--- src/rtl/matmul_tile_scheduler_if.sv ---
// Control/status bundle between the start logic, the tile scheduler and the MAC array.
// The master drives requests, config and flow control; the slave (scheduler) drives addresses and accumulator controls.
interface matmul_tile_scheduler_if #(
    parameter int CORE_COUNT = 4,
    parameter int ADR_W      = 5
);
    logic                  start;
    logic [ADR_W-1:0]      cfg_rows;
    logic [ADR_W-1:0]      cfg_cols;
    logic [ADR_W-1:0]      cfg_inner;
    logic                  i_stall;
    logic                  i_wb_ready;
    logic [ADR_W-1:0]      o_row_adr;
    logic [ADR_W-1:0]      o_k_adr;
    logic [ADR_W-1:0]      o_col_base;
    logic [CORE_COUNT-1:0] o_core_mask;
    logic                  o_acc_clr;
    logic                  o_acc_en;
    logic                  o_acc_last;
    logic                  o_wb_valid;
    logic                  o_busy;
    logic                  o_done;
    logic [2:0]            o_state;

    modport master (
        output start, cfg_rows, cfg_cols, cfg_inner, i_stall, i_wb_ready,
        input  o_row_adr, o_k_adr, o_col_base, o_core_mask, o_acc_clr, o_acc_en,
               o_acc_last, o_wb_valid, o_busy, o_done, o_state
    );

    modport slave (
        input  start, cfg_rows, cfg_cols, cfg_inner, i_stall, i_wb_ready,
        output o_row_adr, o_k_adr, o_col_base, o_core_mask, o_acc_clr, o_acc_en,
               o_acc_last, o_wb_valid, o_busy, o_done, o_state
    );
endinterface

--- src/rtl/matmul_tile_scheduler.sv ---
// Walks C = A * B one CORE_COUNT-wide column group at a time, streaming inner-dimension
// addresses with accumulator controls and handing each finished row to write-back.
module matmul_tile_scheduler #(
    parameter int CORE_COUNT = 4,
    parameter int ADR_W      = 5
) (
    input logic                     CLOCK_25,
    input logic                     rst,
    matmul_tile_scheduler_if.slave  bus
);

    typedef enum logic [2:0] {
        S_IDLE   = 3'd0,
        S_LOAD   = 3'd1,
        S_STREAM = 3'd2,
        S_WB     = 3'd3,
        S_DONE   = 3'd4
    } state_t;

    localparam logic [ADR_W-1:0] ONE     = ADR_W'(1);
    localparam logic [ADR_W:0]   GROUP_W = (ADR_W+1)'(CORE_COUNT);

    state_t           state_q, state_d;
    logic [ADR_W-1:0] row_q, row_d;
    logic [ADR_W-1:0] k_q, k_d;
    logic [ADR_W-1:0] col_q, col_d;
    logic [ADR_W-1:0] rows_q, rows_d;
    logic [ADR_W-1:0] cols_q, cols_d;
    logic [ADR_W-1:0] inner_q, inner_d;

    logic                  acc_en;
    logic                  acc_clr;
    logic                  acc_last;
    logic                  wb_valid;
    logic [CORE_COUNT-1:0] core_mask;
    logic [ADR_W:0]        col_next;

    always_ff @(posedge CLOCK_25 or negedge rst) begin
        if (!rst) begin
            state_q <= S_IDLE;
            row_q   <= '0;
            k_q     <= '0;
            col_q   <= '0;
            rows_q  <= '0;
            cols_q  <= '0;
            inner_q <= '0;
        end else begin
            state_q <= state_d;
            row_q   <= row_d;
            k_q     <= k_d;
            col_q   <= col_d;
            rows_q  <= rows_d;
            cols_q  <= cols_d;
            inner_q <= inner_d;
        end
    end

    // Group advance is evaluated one bit wider so cols near 2^ADR_W cannot wrap.
    assign col_next = {1'b0, col_q} + GROUP_W;

    always_comb begin
        state_d   = state_q;
        row_d     = row_q;
        k_d       = k_q;
        col_d     = col_q;
        rows_d    = rows_q;
        cols_d    = cols_q;
        inner_d   = inner_q;
        acc_en    = 1'b0;
        acc_clr   = 1'b0;
        acc_last  = 1'b0;
        wb_valid  = 1'b0;
        core_mask = '0;

        unique case (state_q)
            S_IDLE: begin
                row_d = '0;
                k_d   = '0;
                col_d = '0;
                if (bus.start) state_d = S_LOAD;
            end
            S_LOAD: begin
                rows_d  = bus.cfg_rows;
                cols_d  = bus.cfg_cols;
                inner_d = bus.cfg_inner;
                row_d   = '0;
                k_d     = '0;
                col_d   = '0;
                if (bus.cfg_rows == '0 || bus.cfg_cols == '0 || bus.cfg_inner == '0)
                    state_d = S_DONE;
                else
                    state_d = S_STREAM;
            end
            S_STREAM: begin
                acc_en   = !bus.i_stall;
                acc_clr  = acc_en && (k_q == '0);
                acc_last = acc_en && (k_q == inner_q - ONE);
                if (!bus.i_stall) begin
                    if (k_q == inner_q - ONE) begin
                        k_d     = '0;
                        state_d = S_WB;
                    end else begin
                        k_d = k_q + ONE;
                    end
                end
            end
            S_WB: begin
                wb_valid = 1'b1;
                if (bus.i_wb_ready) begin
                    if (row_q < rows_q - ONE) begin
                        row_d   = row_q + ONE;
                        state_d = S_STREAM;
                    end else if (col_next < {1'b0, cols_q}) begin
                        row_d   = '0;
                        col_d   = col_next[ADR_W-1:0];
                        state_d = S_STREAM;
                    end else begin
                        state_d = S_DONE;
                    end
                end
            end
            S_DONE: begin
                if (!bus.start) state_d = S_IDLE;
            end
            default: state_d = S_IDLE;
        endcase

        if (state_q == S_STREAM || state_q == S_WB) begin
            for (int i = 0; i < CORE_COUNT; i++)
                core_mask[i] = ({1'b0, col_q} + (ADR_W+1)'(i)) < {1'b0, cols_q};
        end
    end

    assign bus.o_row_adr   = row_q;
    assign bus.o_k_adr     = k_q;
    assign bus.o_col_base  = col_q;
    assign bus.o_core_mask = core_mask;
    assign bus.o_acc_clr   = acc_clr;
    assign bus.o_acc_en    = acc_en;
    assign bus.o_acc_last  = acc_last;
    assign bus.o_wb_valid  = wb_valid;
    assign bus.o_busy      = (state_q == S_LOAD) || (state_q == S_STREAM) || (state_q == S_WB);
    assign bus.o_done      = (state_q == S_DONE);
    assign bus.o_state     = state_q;

endmodule

--- src/flat_wrapper.sv ---
// flat-port wrapper written by rule: the top's interface ports become plain ports
module matmul_tile_scheduler_flat 
#(
    parameter int CORE_COUNT = 4,
    parameter int ADR_W      = 5
)
  (CLOCK_25, rst, bus_start, bus_cfg_rows, bus_cfg_cols, bus_cfg_inner, bus_i_stall, bus_i_wb_ready, bus_o_row_adr, bus_o_k_adr, bus_o_col_base, bus_o_core_mask, bus_o_acc_clr, bus_o_acc_en, bus_o_acc_last, bus_o_wb_valid, bus_o_busy, bus_o_done, bus_o_state);
  matmul_tile_scheduler_if #(.CORE_COUNT(CORE_COUNT), .ADR_W(ADR_W)) bus_i ();
  input logic CLOCK_25;
  input logic rst;
  input wire logic [$bits(bus_i.start)-1:0] bus_start;
  input wire logic [$bits(bus_i.cfg_rows)-1:0] bus_cfg_rows;
  input wire logic [$bits(bus_i.cfg_cols)-1:0] bus_cfg_cols;
  input wire logic [$bits(bus_i.cfg_inner)-1:0] bus_cfg_inner;
  input wire logic [$bits(bus_i.i_stall)-1:0] bus_i_stall;
  input wire logic [$bits(bus_i.i_wb_ready)-1:0] bus_i_wb_ready;
  output wire logic [$bits(bus_i.o_row_adr)-1:0] bus_o_row_adr;
  output wire logic [$bits(bus_i.o_k_adr)-1:0] bus_o_k_adr;
  output wire logic [$bits(bus_i.o_col_base)-1:0] bus_o_col_base;
  output wire logic [$bits(bus_i.o_core_mask)-1:0] bus_o_core_mask;
  output wire logic [$bits(bus_i.o_acc_clr)-1:0] bus_o_acc_clr;
  output wire logic [$bits(bus_i.o_acc_en)-1:0] bus_o_acc_en;
  output wire logic [$bits(bus_i.o_acc_last)-1:0] bus_o_acc_last;
  output wire logic [$bits(bus_i.o_wb_valid)-1:0] bus_o_wb_valid;
  output wire logic [$bits(bus_i.o_busy)-1:0] bus_o_busy;
  output wire logic [$bits(bus_i.o_done)-1:0] bus_o_done;
  output wire logic [$bits(bus_i.o_state)-1:0] bus_o_state;
  assign bus_i.start = bus_start;
  assign bus_i.cfg_rows = bus_cfg_rows;
  assign bus_i.cfg_cols = bus_cfg_cols;
  assign bus_i.cfg_inner = bus_cfg_inner;
  assign bus_i.i_stall = bus_i_stall;
  assign bus_i.i_wb_ready = bus_i_wb_ready;
  assign bus_o_row_adr = bus_i.o_row_adr;
  assign bus_o_k_adr = bus_i.o_k_adr;
  assign bus_o_col_base = bus_i.o_col_base;
  assign bus_o_core_mask = bus_i.o_core_mask;
  assign bus_o_acc_clr = bus_i.o_acc_clr;
  assign bus_o_acc_en = bus_i.o_acc_en;
  assign bus_o_acc_last = bus_i.o_acc_last;
  assign bus_o_wb_valid = bus_i.o_wb_valid;
  assign bus_o_busy = bus_i.o_busy;
  assign bus_o_done = bus_i.o_done;
  assign bus_o_state = bus_i.o_state;
  matmul_tile_scheduler #(.CORE_COUNT(CORE_COUNT), .ADR_W(ADR_W)) u_core (.CLOCK_25(CLOCK_25), .rst(rst), .bus(bus_i));
endmodule
--- config.mk ---
export PLATFORM = sky130hd
export DESIGN_NAME = matmul_tile_scheduler_flat
export DESIGN_NICKNAME = d
export VERILOG_FILES = /design/src/rtl/matmul_tile_scheduler_if.sv /design/src/rtl/matmul_tile_scheduler.sv /design/src/flat_wrapper.sv
export SDC_FILE = /design/constraint.sdc
export NUM_CORES = 1
export LEC_CHECK = 0
export CORE_MARGIN = 2
export CORE_UTILIZATION = 50
export CTS_BUF_LIST = sky130_fd_sc_hd__clkbuf_4 sky130_fd_sc_hd__clkbuf_8
export DETAILED_ROUTE_END_ITERATION = 10
export PLACE_DENSITY = 0.79
export SLEW_MARGIN = 0
export SYNTH_ARGS = -nofsm -noshare
export SYNTH_HDL_FRONTEND = slang
export SYNTH_SLANG_ARGS = --single-unit
export TNS_END_PERCENT = 50
--- constraint.sdc ---
create_clock -name CLOCK_25 -period 2.8 [get_ports CLOCK_25]
set_input_delay 0.42 -clock CLOCK_25 [delete_from_list [all_inputs] [get_ports CLOCK_25]]
set_output_delay 0.42 -clock CLOCK_25 [all_outputs]
set_load 0.05 [all_outputs]
==> summary.md <==
| Metric | Value |
|---|---|
| Outcome | completed |
| Slew @ Worst Pin | between 0.5 and 0.6 ns |
| Met3 GRT Util | 0.0617 |
| Period utilization | 0.954 |
| Final Hold Fails | 0 |
| Tmin final | 2.67 ns |
| Crit-path leading delay family | buffers and inverters |
| WS Path Type | flip-flop to output pin |
| CTS buffer count | 5 |
| Layer with the highest usage | met2 |
| Vias in the first global route | ~1700 |
| RSZ-0062 raised after global routing | false |
| Clock Tree Root | clkbuf_8 |
| Initial antenna violation count | 0 |
| Rel. slew slack | 0.615 |
| Num ports | 48 |
| Synth cell types | 44 |
| M2 GR Usage | 0.363 |
| NumNets Final | ~320 |
| Post-placement worst setup slack | 0.433 ns |
| Critical path peak fanout | 11 |
| FF-to-FF Start | u_core.bus.o_col_base[2] |
| DR iter-0 viols | 120 |
| Arr. time, crit path | around 2.3 ns |
| Critical-path top delay cell | clkdlybuf4s50_1 |
| Via Count | ~1800 |
| Grt ovf | 0 |
| Setup slack after layout | about 0.13 ns |
| Vias per cell | 5.54 |
| Yosys top cell area share | 0.369 |
| CP cell instances | nand2b_4, or2_1, inv_1, clkdlybuf4s50_1 |
| Fillcell total | between 300 and 400 |
| Seq/Total Area, Yosys | 0.369 |
| Skew-Pair Late Insertion Delay | 0.29 ns |
| Worst Path Buf+Inv | 2 |
| Clock sinks | 31 |
| Yosys warns | 0 |
| Longest Clk Path Bufs | 2 |
| Total Wirelength | around 4.7 mm |
| Crit. End Element | output pin |
| Antenna cells | 0 |
| Final Slew Violations | 0 |
| Die Area | between 4000 and 5000 µm² |
| #FFs+latches synth | 31 |
| Global-route wire length before repair | approximately 8 mm |
| Placer congestion estimate | between 0.7 and 0.8 |
| Core area | between 4000 and 5000 µm² |
| CTS H-Tree Depth | 2 |
| Max Fclk | around 370 MHz |
| Drt pass-1 iters | 4 |
| Die X-Extent | 68.8 µm |
| Syn Inst Count | around 240 |
| Crit path required time | around 2.4 ns |
| Met1 Use GR | 0.296 |
| Ys async rst share | 1.00 |
| Cell Area, Synth | approximately 2100 µm² |
| Post-synth EDFFs | 0 |
| Final Setup Violations | 0 |
| CTS tree | yes |
| Top cell type by total area after synthesis | dfrtp_1 |
| Post-DP HPWL | 3.53 mm |
| Number of setup buffers added after CTS | 0 |
| Fraction of layout cells with a size suffix above 1 | 0.106 |
| Largest cells by area after synthesis | dfrtp_1 37%, ha_1 12%, o21ai_0 7.2%, nand2_1 4.5%, mux2_2 3.8% |
| Post_cts resized | 0 |
| Residual DRC count | 0 |
| Reg clk slew, reported paths | about 0.060 ns |
| I/O Buffers | 45 |
| Hold buffers post-CTS | 0 |
| Max stage delay on crit path | around 0.8 ns |
| CP startpoint kind | flip-flop |
| P&R area growth vs syn | 27.5% |
| Rows | 23 |
| Worst Setup SP | u_core.bus.o_state[1] |
| ANT nets after route | 0 |
| Final core utilization | 0.664 |
| Gr usage total | 0.228 |
| Initial core utilization | 0.521 |
| Worst Skew | 0.00286 ns |
| HP Class | input port to async pin |
| Max Cap Viol | 0 |
| Synth Flop Type | dfrtp_1 |
| Die Ht | 68.8 µm |
| Largest net degree at the start of global routing | 32 |
| Avg Inst Size Synth | about 9 µm² |
| DR WL/cell | roughly 14 µm |
[metal layers]
metal | share of wire | vias to the layer above
met4 | 0.023 | 0
met1 | 0.47 | 859
met3 | 0.043 | 9
li1 | - | 928
met5 | 0 | -
met2 | 0.46 | 50
[worst reg2reg max path, cell delays in order, from the launching register on]
cell and delay [ns]:
dfrtp_1 0.47, ha_1 0.35, ha_1 0.30, nand2_1 0.05
o31ai_1 0.19, a21oi_1 0.18, o31ai_1 0.52, o21ai_1 0.13
o21ai_0 0.08
[metrics by stage]
stage | cells | cell area, µm² | TNS (ns) | hold slack [ns]
floorplan | 238 | 2120 | -0.300 | 0.124
global placement | 325 | 2590 | 0 | 0.525
detailed placement | 325 | 2590 | 0 | 0.530
CTS | 333 | 2680 | 0 | 0.519
global route | 333 | 2680 | 0 | 0.560
finish | 333 | 2680 | 0 | 0.517
[flip-flops by register name (all words and copies together), names as in the netlist]
name                   count
u_core.bus.o_col_base      3
u_core.bus.o_k_adr         5
u_core.bus.o_row_adr       5
u_core.bus.o_state         3
u_core.cols_q              5
u_core.inner_q             5
u_core.rows_q              5
[worst paths after layout]
| path | end | slack (ns) | depth (start not counted) |
|---|---|---|---|
| max in group asynchronous | u_core.rows_q[2] | 1.99 | 2 |
| setup / recovery | bus_o_wb_valid | 0.13 | 4 |
| min in group CLOCK_25 | u_core.inner_q[4] | 0.54 | 1 |
| hold / removal | u_core.inner_q[3] | 0.52 | 2 |
| hold reg to reg | u_core.inner_q[4] | 0.54 | 1 |
| setup reg to reg | u_core.bus.o_row_adr[2] | 0.45 | 8 |
[cell families (layout without fill, tap and decap cells)]
group                    Yosys count  in the layout  share of synthesized area
other                              1              2                    0.00179
flip-flops                        31             31                      0.369
AND/OR/NAND/NOR                   83             83                      0.204
adder cells (fa/ha/maj)           20             20                      0.119
buffers and inverters             24             69                     0.0554
multiplexers                       7              7                     0.0375
AO/OA/AOI/OAI                     62             62                      0.175
XOR/XNOR                           9              9                     0.0375
[final cells by class]
class / instances / area, µm² / share of cell area
Multi-Input combinational cell: 183 / 1230 / 0.461
Sequential cell: 31 / 776 / 0.290
Timing Repair Buffer: 47 / 463 / 0.173
Clock buffer: 7 / 83.8 / 0.0313
Tap cell: 50 / 62.6 / 0.0234
Inverter: 14 / 52.6 / 0.0196
Clock inverter: 1 / 5.00 / 0.00187
[cells in the final DEF, fill, tap and decap left out, drive strengths merged, types with 2 or more instances in the layout]
cell / count
clkdlybuf4s50: 39
dfrtp: 31
o21ai: 31
nand2: 26
ha: 20
inv: 14
nor2: 12
a21oi: 12
nor3: 12
nand2b: 11
buf: 8
mux2: 7
clkbuf: 7
xnor2: 6
nand3: 5
nor2b: 4
a211oi: 4
xor2: 3
o31ai: 3
or4: 3
and2: 2
a31oi: 2
a21o: 2
conb: 2
[Yosys cell counts, types with 4 or more instances]
cell,count
a211oi_1,4
a21oi_1,12
dfrtp_1,31
ha_1,20
inv_1,14
mux2_2,7
nand2_1,25
nand2b_1,10
nand3_1,5
nor2_1,12
nor2b_1,4
nor3_1,12
o21ai_0,30
xnor2_1,6
Power is not shown: default switching activity piles up to over one toggle a cycle in this logic, so the estimate is an artifact.
